File: src/rtl/dm_access_arbiter_pkg.sv
`default_nettype none
// ============================================================================
// Module : dm_access_arbiter_pkg
// Brief  : Arbiter state, read-owner encoding and access-direction constants
//          shared by the data-memory arbiter and stall_control.
// Rev    : 1.0
// ============================================================================
package dm_access_arbiter_pkg;

    typedef enum logic [0:0] {
        ARB_PIPE = 1'b0,
        ARB_DMA  = 1'b1
    } arb_state_t;

    typedef enum logic [1:0] {
        NONE = 2'd0,
        PIPE = 2'd1,
        DMA  = 2'd2
    } rd_owner_t;

    localparam logic RW_WRITE = 1'b1;
    localparam logic RW_READ  = 1'b0;

endpackage
`default_nettype wire

File: src/rtl/dm_access_arbiter_if.sv
`default_nettype none
// ============================================================================
// Module : dm_access_arbiter_if
// Brief  : Pipeline, DMA and memory-side signals of the data-memory arbiter.
// Rev    : 1.0
// ============================================================================
interface dm_access_arbiter_if #(
    parameter int DATA_W = 16,
    parameter int ADDR_W = 16
);
    logic              pipe_req;
    logic              pipe_rw;
    logic [ADDR_W-1:0] pipe_addr;
    logic [DATA_W-1:0] pipe_wdata;
    logic              pipe_stall;
    logic [DATA_W-1:0] pipe_rdata;
    logic              pipe_rvalid;

    logic              dma_req;
    logic              dma_lock;
    logic              dma_rw;
    logic [ADDR_W-1:0] dma_addr;
    logic [DATA_W-1:0] dma_wdata;
    logic              dma_gnt;
    logic [DATA_W-1:0] dma_rdata;
    logic              dma_rvalid;

    logic              mem_en;
    logic              mem_rw;
    logic [ADDR_W-1:0] mem_addr;
    logic [DATA_W-1:0] mem_wdata;
    logic [DATA_W-1:0] mem_rdata;

    // Arbiter side
    modport slave (
        input  pipe_req, pipe_rw, pipe_addr, pipe_wdata,
        output pipe_stall, pipe_rdata, pipe_rvalid,
        input  dma_req, dma_lock, dma_rw, dma_addr, dma_wdata,
        output dma_gnt, dma_rdata, dma_rvalid,
        output mem_en, mem_rw, mem_addr, mem_wdata,
        input  mem_rdata
    );

    // Requesters and memory side
    modport master (
        output pipe_req, pipe_rw, pipe_addr, pipe_wdata,
        input  pipe_stall, pipe_rdata, pipe_rvalid,
        output dma_req, dma_lock, dma_rw, dma_addr, dma_wdata,
        input  dma_gnt, dma_rdata, dma_rvalid,
        input  mem_en, mem_rw, mem_addr, mem_wdata,
        output mem_rdata
    );

endinterface
`default_nettype wire

File: src/rtl/dm_access_arbiter.sv
`default_nettype none
// ============================================================================
// Module : dm_access_arbiter
// Brief  : Shares the single-port data memory between the MEM stage and a
//          DMA/debug port; pipeline-first with bounded DMA wait and DMA lock.
// Rev    : 1.0
// ============================================================================
module dm_access_arbiter
    import dm_access_arbiter_pkg::*;
#(
    parameter int DATA_W   = 16,
    parameter int ADDR_W   = 16,
    parameter int MAX_WAIT = 4
) (
    input  logic                clk,
    input  logic                reset,
    dm_access_arbiter_if.slave  bus
);

    localparam logic [3:0] c_wait_max  = 4'(MAX_WAIT);
    localparam logic [3:0] c_wait_last = 4'(MAX_WAIT - 1);

    arb_state_t        r_state_q,      w_state_d;
    logic [3:0]        r_wait_cnt_q,   w_wait_cnt_d;
    rd_owner_t         r_rd_owner_q,   w_rd_owner_d;
    logic [DATA_W-1:0] r_pipe_rdata_q, w_pipe_rdata_d;
    logic [DATA_W-1:0] r_dma_rdata_q,  w_dma_rdata_d;

    logic w_pipe_grant;
    logic w_dma_gnt;
    logic w_dma_denied;
    logic w_pipe_stall;
    logic w_pipe_rvalid;
    logic w_dma_rvalid;

    // Grants are forced low while reset is held so every output reads 0.
    always_comb begin
        w_pipe_grant = 1'b0;
        w_dma_gnt    = 1'b0;
        w_dma_denied = 1'b0;
        w_pipe_stall = 1'b0;
        if (!reset) begin
            case (r_state_q)
                ARB_PIPE: begin
                    w_pipe_grant = bus.pipe_req;
                    w_dma_gnt    = bus.dma_req & ~bus.pipe_req;
                    w_dma_denied = bus.dma_req &  bus.pipe_req;
                end
                ARB_DMA: begin
                    w_dma_gnt    = bus.dma_req;
                    w_pipe_stall = bus.pipe_req;
                end
                default: ;
            endcase
        end
    end

    always_comb begin
        w_state_d = r_state_q;
        case (r_state_q)
            ARB_PIPE: begin
                if ((w_dma_gnt && bus.dma_lock) ||
                    (w_dma_denied && (r_wait_cnt_q == c_wait_last)))
                    w_state_d = ARB_DMA;
            end
            ARB_DMA: begin
                if (!bus.dma_req || !bus.dma_lock)
                    w_state_d = ARB_PIPE;
            end
            default: w_state_d = ARB_PIPE;
        endcase
    end

    always_comb begin
        w_wait_cnt_d = r_wait_cnt_q;
        if (w_dma_gnt || !bus.dma_req)
            w_wait_cnt_d = 4'd0;
        else if (w_dma_denied && (r_wait_cnt_q < c_wait_max))
            w_wait_cnt_d = r_wait_cnt_q + 4'd1;
    end

    always_comb begin
        w_rd_owner_d = NONE;
        if (w_pipe_grant && (bus.pipe_rw == RW_READ))
            w_rd_owner_d = PIPE;
        else if (w_dma_gnt && (bus.dma_rw == RW_READ))
            w_rd_owner_d = DMA;
    end

    // Read data passes straight through in the response cycle and is held after.
    always_comb begin
        w_pipe_rvalid  = !reset && (r_rd_owner_q == PIPE);
        w_dma_rvalid   = !reset && (r_rd_owner_q == DMA);
        w_pipe_rdata_d = reset ? '0 : (w_pipe_rvalid ? bus.mem_rdata : r_pipe_rdata_q);
        w_dma_rdata_d  = reset ? '0 : (w_dma_rvalid  ? bus.mem_rdata : r_dma_rdata_q);
    end

    always_ff @(posedge clk) begin
        if (reset) begin
            r_state_q      <= ARB_PIPE;
            r_wait_cnt_q   <= 4'd0;
            r_rd_owner_q   <= NONE;
            r_pipe_rdata_q <= '0;
            r_dma_rdata_q  <= '0;
        end else begin
            r_state_q      <= w_state_d;
            r_wait_cnt_q   <= w_wait_cnt_d;
            r_rd_owner_q   <= w_rd_owner_d;
            r_pipe_rdata_q <= w_pipe_rdata_d;
            r_dma_rdata_q  <= w_dma_rdata_d;
        end
    end

    always_comb begin
        bus.mem_en    = w_pipe_grant | w_dma_gnt;
        bus.mem_rw    = 1'b0;
        bus.mem_addr  = '0;
        bus.mem_wdata = '0;
        if (w_pipe_grant) begin
            bus.mem_rw    = bus.pipe_rw;
            bus.mem_addr  = bus.pipe_addr;
            bus.mem_wdata = bus.pipe_wdata;
        end else if (w_dma_gnt) begin
            bus.mem_rw    = bus.dma_rw;
            bus.mem_addr  = bus.dma_addr;
            bus.mem_wdata = bus.dma_wdata;
        end
    end

    assign bus.pipe_stall  = w_pipe_stall;
    assign bus.pipe_rvalid = w_pipe_rvalid;
    assign bus.pipe_rdata  = w_pipe_rdata_d;
    assign bus.dma_gnt     = w_dma_gnt;
    assign bus.dma_rvalid  = w_dma_rvalid;
    assign bus.dma_rdata   = w_dma_rdata_d;

endmodule
`default_nettype wire

File: src/flat_wrapper.sv
// flat-port wrapper written by rule: the top's interface ports become plain ports
module dm_access_arbiter_flat import dm_access_arbiter_pkg::*;
#(
    parameter int DATA_W   = 16,
    parameter int ADDR_W   = 16,
    parameter int MAX_WAIT = 4
)
  (clk, reset, bus_pipe_req, bus_pipe_rw, bus_pipe_addr, bus_pipe_wdata, bus_pipe_stall, bus_pipe_rdata, bus_pipe_rvalid, bus_dma_req, bus_dma_lock, bus_dma_rw, bus_dma_addr, bus_dma_wdata, bus_dma_gnt, bus_dma_rdata, bus_dma_rvalid, bus_mem_en, bus_mem_rw, bus_mem_addr, bus_mem_wdata, bus_mem_rdata);
  dm_access_arbiter_if #(.DATA_W(DATA_W), .ADDR_W(ADDR_W)) bus_i ();
  input  logic clk;
  input  logic reset;
  input wire logic [$bits(bus_i.pipe_req)-1:0] bus_pipe_req;
  input wire logic [$bits(bus_i.pipe_rw)-1:0] bus_pipe_rw;
  input wire logic [$bits(bus_i.pipe_addr)-1:0] bus_pipe_addr;
  input wire logic [$bits(bus_i.pipe_wdata)-1:0] bus_pipe_wdata;
  output wire logic [$bits(bus_i.pipe_stall)-1:0] bus_pipe_stall;
  output wire logic [$bits(bus_i.pipe_rdata)-1:0] bus_pipe_rdata;
  output wire logic [$bits(bus_i.pipe_rvalid)-1:0] bus_pipe_rvalid;
  input wire logic [$bits(bus_i.dma_req)-1:0] bus_dma_req;
  input wire logic [$bits(bus_i.dma_lock)-1:0] bus_dma_lock;
  input wire logic [$bits(bus_i.dma_rw)-1:0] bus_dma_rw;
  input wire logic [$bits(bus_i.dma_addr)-1:0] bus_dma_addr;
  input wire logic [$bits(bus_i.dma_wdata)-1:0] bus_dma_wdata;
  output wire logic [$bits(bus_i.dma_gnt)-1:0] bus_dma_gnt;
  output wire logic [$bits(bus_i.dma_rdata)-1:0] bus_dma_rdata;
  output wire logic [$bits(bus_i.dma_rvalid)-1:0] bus_dma_rvalid;
  output wire logic [$bits(bus_i.mem_en)-1:0] bus_mem_en;
  output wire logic [$bits(bus_i.mem_rw)-1:0] bus_mem_rw;
  output wire logic [$bits(bus_i.mem_addr)-1:0] bus_mem_addr;
  output wire logic [$bits(bus_i.mem_wdata)-1:0] bus_mem_wdata;
  input wire logic [$bits(bus_i.mem_rdata)-1:0] bus_mem_rdata;
  assign bus_i.pipe_req = bus_pipe_req;
  assign bus_i.pipe_rw = bus_pipe_rw;
  assign bus_i.pipe_addr = bus_pipe_addr;
  assign bus_i.pipe_wdata = bus_pipe_wdata;
  assign bus_pipe_stall = bus_i.pipe_stall;
  assign bus_pipe_rdata = bus_i.pipe_rdata;
  assign bus_pipe_rvalid = bus_i.pipe_rvalid;
  assign bus_i.dma_req = bus_dma_req;
  assign bus_i.dma_lock = bus_dma_lock;
  assign bus_i.dma_rw = bus_dma_rw;
  assign bus_i.dma_addr = bus_dma_addr;
  assign bus_i.dma_wdata = bus_dma_wdata;
  assign bus_dma_gnt = bus_i.dma_gnt;
  assign bus_dma_rdata = bus_i.dma_rdata;
  assign bus_dma_rvalid = bus_i.dma_rvalid;
  assign bus_mem_en = bus_i.mem_en;
  assign bus_mem_rw = bus_i.mem_rw;
  assign bus_mem_addr = bus_i.mem_addr;
  assign bus_mem_wdata = bus_i.mem_wdata;
  assign bus_i.mem_rdata = bus_mem_rdata;
  dm_access_arbiter #(.DATA_W(DATA_W), .ADDR_W(ADDR_W), .MAX_WAIT(MAX_WAIT)) u_core (.clk(clk), .reset(reset), .bus(bus_i));
endmodule
File: config.mk
export PLATFORM = sky130hd
export DESIGN_NAME = dm_access_arbiter_flat
export DESIGN_NICKNAME = d
export VERILOG_FILES = /design/src/rtl/dm_access_arbiter_pkg.sv /design/src/rtl/dm_access_arbiter_if.sv /design/src/rtl/dm_access_arbiter.sv /design/src/flat_wrapper.sv
export SDC_FILE = /design/constraint.sdc
export NUM_CORES = 1
export LEC_CHECK = 0
export ABC_AREA = 0
export CAP_MARGIN = 0
export CORE_ASPECT_RATIO = 1.2
export CORE_MARGIN = 4
export CORE_UTILIZATION = 36
export CTS_CLUSTER_DIAMETER = 30
export DETAILED_ROUTE_END_ITERATION = 8
export GPL_TIMING_DRIVEN = 0
export PLACE_DENSITY = 0.89
export SETUP_SLACK_MARGIN = 0.15
export SLEW_MARGIN = 20
export SYNTH_ARGS = -nofsm -noshare
export SYNTH_HDL_FRONTEND = slang
export SYNTH_SLANG_ARGS = --single-unit
File: constraint.sdc
create_clock -name clk -period 2.95 [get_ports clk]
set_clock_uncertainty 0.2 [all_clocks]
set_input_delay 0.4425 -clock clk [delete_from_list [all_inputs] [get_ports clk]]
set_output_delay 0.4425 -clock clk [all_outputs]
set_load 0.02 [all_outputs]
==> report_table.html <==
<table>
<tr><th>Metric</th><th>Value</th></tr>
<tr><th colspan="2">Drt</th></tr>
<tr><td>Post-route DRC violation count</td><td>0</td></tr>
<tr><td>Drt pass-1 iters</td><td>4</td></tr>
<tr><td>Antenna-violating nets left</td><td>0</td></tr>
<tr><td>Number of DRC markers after the initial detailed-route iteration</td><td>116</td></tr>
<tr><td>Wirelength, routed</td><td>7.84 mm</td></tr>
<tr><td>Vias per cell</td><td>5.00</td></tr>
<tr><td>Total vias in the final route</td><td>2,392</td></tr>
<tr><td>Average routed wire per standard cell</td><td>16.4 um</td></tr>
<tr><th colspan="2">Die</th></tr>
<tr><td>Rows</td><td>29</td></tr>
<tr><td>Width of the chip</td><td>75.6 um</td></tr>
<tr><td>Core Area</td><td>5300 sq um</td></tr>
<tr><td>Die height</td><td>89.1 um</td></tr>
<tr><td>Area of the die</td><td>6730 sq um</td></tr>
<tr><td>Starting density of the core</td><td>37.2%</td></tr>
<tr><td># IOs</td><td>157</td></tr>
<tr><th colspan="2">Logic synthesis</th></tr>
<tr><td>Post-synth design cell area</td><td>1970 sq um</td></tr>
<tr><td>Warnings, synthesis</td><td>0</td></tr>
<tr><td>Syn_area_per_cell</td><td>7.83 sq um</td></tr>
<tr><td>Part of the Yosys area used for sequential elements</td><td>39.6%</td></tr>
<tr><td>Number of standard cells after synthesis</td><td>252</td></tr>
<tr><td>Synthesized net count</td><td>340</td></tr>
<tr><td>Yosys reg bits</td><td>39</td></tr>
<tr><td>Cell variety after synth</td><td>23</td></tr>
<tr><th colspan="2">Global route</th></tr>
<tr><td>GRT busiest layer</td><td>met2</td></tr>
<tr><td>Routing usage on met1</td><td>25.1%</td></tr>
<tr><td>Largest net degree at the start of global routing</td><td>13</td></tr>
<tr><td>Residual overflow from global routing</td><td>0</td></tr>
<tr><td>Number of global-route vias before repair</td><td>2,525</td></tr>
<tr><td>Wire length of the first global-routing pass</td><td>12.0 mm</td></tr>
<tr><td>Met2 usage</td><td>43.6%</td></tr>
<tr><td>Antenna violations before repair</td><td>1</td></tr>
<tr><td>Met3 track utilization from global routing</td><td>8.21%</td></tr>
<tr><td>All-Layer GR Usage</td><td>23.6%</td></tr>
<tr><th colspan="2">Clock network</th></tr>
<tr><td>Clock transition at the registers of the reported paths</td><td>0.07 ns</td></tr>
<tr><td>TritonCTS clock tree</td><td>built</td></tr>
<tr><td>Clock latency on the worst-skew pair</td><td>0.28 ns</td></tr>
<tr><td>Hold Buf Count CTS</td><td>0</td></tr>
<tr><td>Clock Tree Root</td><td>sky130_fd_sc_hd__clkbuf_8</td></tr>
<tr><td>CTS Buf Count</td><td>5</td></tr>
<tr><td>Longest Clk Path Bufs</td><td>2</td></tr>
<tr><td>Clock Sinks</td><td>39</td></tr>
<tr><td>H-tree Lvls</td><td>2</td></tr>
<tr><th colspan="2">Layout</th></tr>
<tr><td>Area taken by flip-flops and latches</td><td>781 sq um</td></tr>
<tr><td>Most common cell after layout, fill and taps aside</td><td>sky130_fd_sc_hd__clkdlybuf4s50_1</td></tr>
<tr><td>Layout cell share with drive strength beyond 1</td><td>6.99%</td></tr>
<tr><td>Final nets</td><td>502</td></tr>
<tr><td>Commonest cells after routing, fill and taps aside</td><td>118 x sky130_fd_sc_hd__clkdlybuf4s50_1, 67 x sky130_fd_sc_hd__nand2_1, 66 x sky130_fd_sc_hd__a21oi_1, 39 x sky130_fd_sc_hd__dfxtp_1, 33 x sky130_fd_sc_hd__a22o_1</td></tr>
<tr><td>Synthesis-to-layout area growth</td><td>86.1%</td></tr>
<tr><td>Multi-input gate area in the final layout</td><td>1050 sq um</td></tr>
<tr><td>Fill cell count</td><td>449</td></tr>
<tr><th colspan="2">Timing</th></tr>
<tr><td>Crit share post-route</td><td>91.2%</td></tr>
<tr><td>Post-layout min period</td><td>2.69 ns</td></tr>
<tr><td>Worst-case hold slack</td><td>0.266 ns</td></tr>
<tr><td>Slew at the pin with the worst max-slew slack</td><td>0.489 ns</td></tr>
<tr><td>Maximum operating frequency</td><td>372 MHz</td></tr>
<tr><td>Final setup violation count</td><td>0</td></tr>
<tr><td>Setup TNS</td><td>0 ns</td></tr>
<tr><td>Final hold violations</td><td>0</td></tr>
<tr><td>Setup repair after global routing missed its margin</td><td>false</td></tr>
<tr><td>Relative slew margins</td><td>67.4%</td></tr>
<tr><td>Fin. max-slew vios</td><td>0</td></tr>
<tr><th colspan="2">Place</th></tr>
<tr><td>Input/output buffers</td><td>155</td></tr>
<tr><td>Final estimated routing congestion in global placement</td><td>0.844</td></tr>
<tr><td>Half-perimeter wire length after placement</td><td>6.60 mm</td></tr>
<tr><th colspan="2">Critical path</th></tr>
<tr><td>Cell with the biggest individual delay on the critical path</td><td>sky130_fd_sc_hd__clkdlybuf4s50_1</td></tr>
<tr><td>Worst-path maximum fanout</td><td>10</td></tr>
<tr><td>Critical Path RT</td><td>2.31 ns</td></tr>
<tr><td>Cell-by-cell trace of the critical path</td><td>clkdlybuf4s50_1, and2b_4, nor2_8, buf_6, a22o_1, dlygate4sd2_1</td></tr>
<tr><td>Category of the most critical setup path</td><td>in2out</td></tr>
<tr><td>Crit path launch type</td><td>input pin</td></tr>
<tr><td>CP Data Arrival Time</td><td>2.05 ns</td></tr>
<tr><td>Endpoint type of the worst setup path</td><td>output pin</td></tr>
<tr><td>Maximum single-stage delay on the critical path</td><td>0.50 ns</td></tr>
<tr><th colspan="2">Status</th></tr>
<tr><td>Status</td><td>finished, final reports clean</td></tr>
<tr><th colspan="2">Power</th></tr>
<tr><td>Power per Cell Area</td><td>343 nW/um^2</td></tr>
<tr><td>Net switching power</td><td>0.000352 W</td></tr>
<tr><td>Clock power frac</td><td>27.3%</td></tr>
<tr><td>Maximum VDD drop</td><td>0.164 mV</td></tr>
<tr><td>Switching Fraction</td><td>28.0%</td></tr>
<tr><td>Combinational group share of total power</td><td>29.4%</td></tr>
<tr><td>Cell internal pwr</td><td>0.000906 W</td></tr>
<tr><td>Leak</td><td>1.56 nW</td></tr>
<tr><td>Sequential share of power</td><td>43.3%</td></tr>
<tr><th colspan="2">Min path</th></tr>
<tr><td>Hold Path Class</td><td>reg2reg</td></tr>
<tr><th colspan="2">Flow run</th></tr>
<tr><td>Max Cap Viol</td><td>0</td></tr>
</table>
cell type report:
cell class / instances / area share [%]
diodes: 1 / 0.0681
plain buffers: 22 / 4.12
clock buffers: 6 / 1.98
clock inverters: 2 / 0.341
inverters: 1 / 0.102
multi-input cells: 190 / 28.5
flip-flops and latches: 39 / 21.3
well taps: 62 / 2.11
repair buffers: 155 / 41.5
metrics by stage:
| step | utilization [%] | area (sq um) | worst slack, ns | std cells | power [W] |
|---|---|---|---|---|---|
| 2_1_floorplan | - | 1970 | 1.04 | 252 | 0.000716 |
| 3_3_place_gp | 68.0 | 3600 | -0.119 | 469 | 0.000940 |
| 3_5_place_dp | 68.0 | 3600 | -0.110 | 469 | 0.000946 |
| 4_1_cts | 69.0 | 3660 | 0.156 | 477 | 0.00126 |
| 5_1_grt | 69.3 | 3670 | 0.154 | 477 | 0.00131 |
| 6_report | 69.3 | 3670 | 0.261 | 478 | 0.00126 |
critical path, delay by kind of cell:
kind                   cells  cell delay [ns]
buffers and inverters      3             1.01
AND/OR/NAND/NOR            2             0.42
AO/OA/AOI/OAI              1             0.17
kinds of logic (layout without fill, tap and decap cells):
family,count (synthesis),in the layout,synth area share [%]
AOI/OAI and AO/OA,102,102,32.3
and+or+nand+nor,86,86,19.4
DFF,39,39,39.6
buffers and inverters,23,186,7.61
adders and majority gates,1,1,0.634
xor gates and xnor gates,1,1,0.444
other,0,1,0
synth_stat cells (all sizes together):
library cell | count | area, sq um
ha | 1 | 12.5
xnor2 | 1 | 8.76
nor2b | 2 | 12.5
dfxtp | 39 | 781
a21oi | 66 | 330
a22o | 33 | 289
and2b | 1 | 10.0
nor2 | 9 | 52.6
o2bb2ai | 1 | 8.76
buf | 15 | 118
nand2b | 4 | 40.0
clkbuf | 7 | 28.8
inv | 1 | 3.75
or2 | 1 | 6.26
nand2 | 67 | 251
nor3 | 2 | 10.0
o21ai | 2 | 10.0
state kept, by name, indices dropped and copies added (netlist names):
signal / count
u_core.r_state_q: 1
u_core.r_pipe_rdata_q: 16
u_core.r_dma_rdata_q: 16
u_core.r_wait_cnt_q: 4
u_core.r_rd_owner_q: 2
worst paths after layout:
| path | from | endpoint | slack (ns) | depth (start not counted) |
|---|---|---|---|---|
| max | bus_pipe_req | bus_mem_wdata[0] | 0.26 | 6 |
| min | u_core.r_pipe_rdata_q[12] | u_core.r_pipe_rdata_q[12] | 0.27 | 2 |
| max reg2reg | u_core.r_rd_owner_q[0] | u_core.r_pipe_rdata_q[13] | 1.60 | 5 |
| min reg2reg | u_core.r_pipe_rdata_q[12] | u_core.r_pipe_rdata_q[12] | 0.27 | 2 |
repair_timing:
| action | in CTS | in global routing |
|---|---|---|
| gates resized for setup | 35 | 5 |
| setup endpoints to repair | 32 | 5 |
| setup buffers | 0 | 0 |
| cloned | 0 | 0 |
power by group through the flow:
stage          logic [W]  registers, W  clock network, W
2_1_floorplan   0.000160      0.000556                 0
3_3_place_gp    0.000384      0.000556                 0
3_5_place_dp    0.000389      0.000557                 0
4_1_cts         0.000372      0.000545          0.000346
5_1_grt         0.000396      0.000546          0.000366
6_report        0.000370      0.000545          0.000344
per-layer routing:
metal / routed length, um / up-vias / share of wire (%)
li1: - / 1206 / -
met1: 2890 / 1058 / 37
met2: 4070 / 118 / 52
met3: 773 / 8 / 9.9
met5: 8 / - / 0.10
met4: 100 / 2 / 1.3
Note: power is estimated with default switching activity, not from simulation.
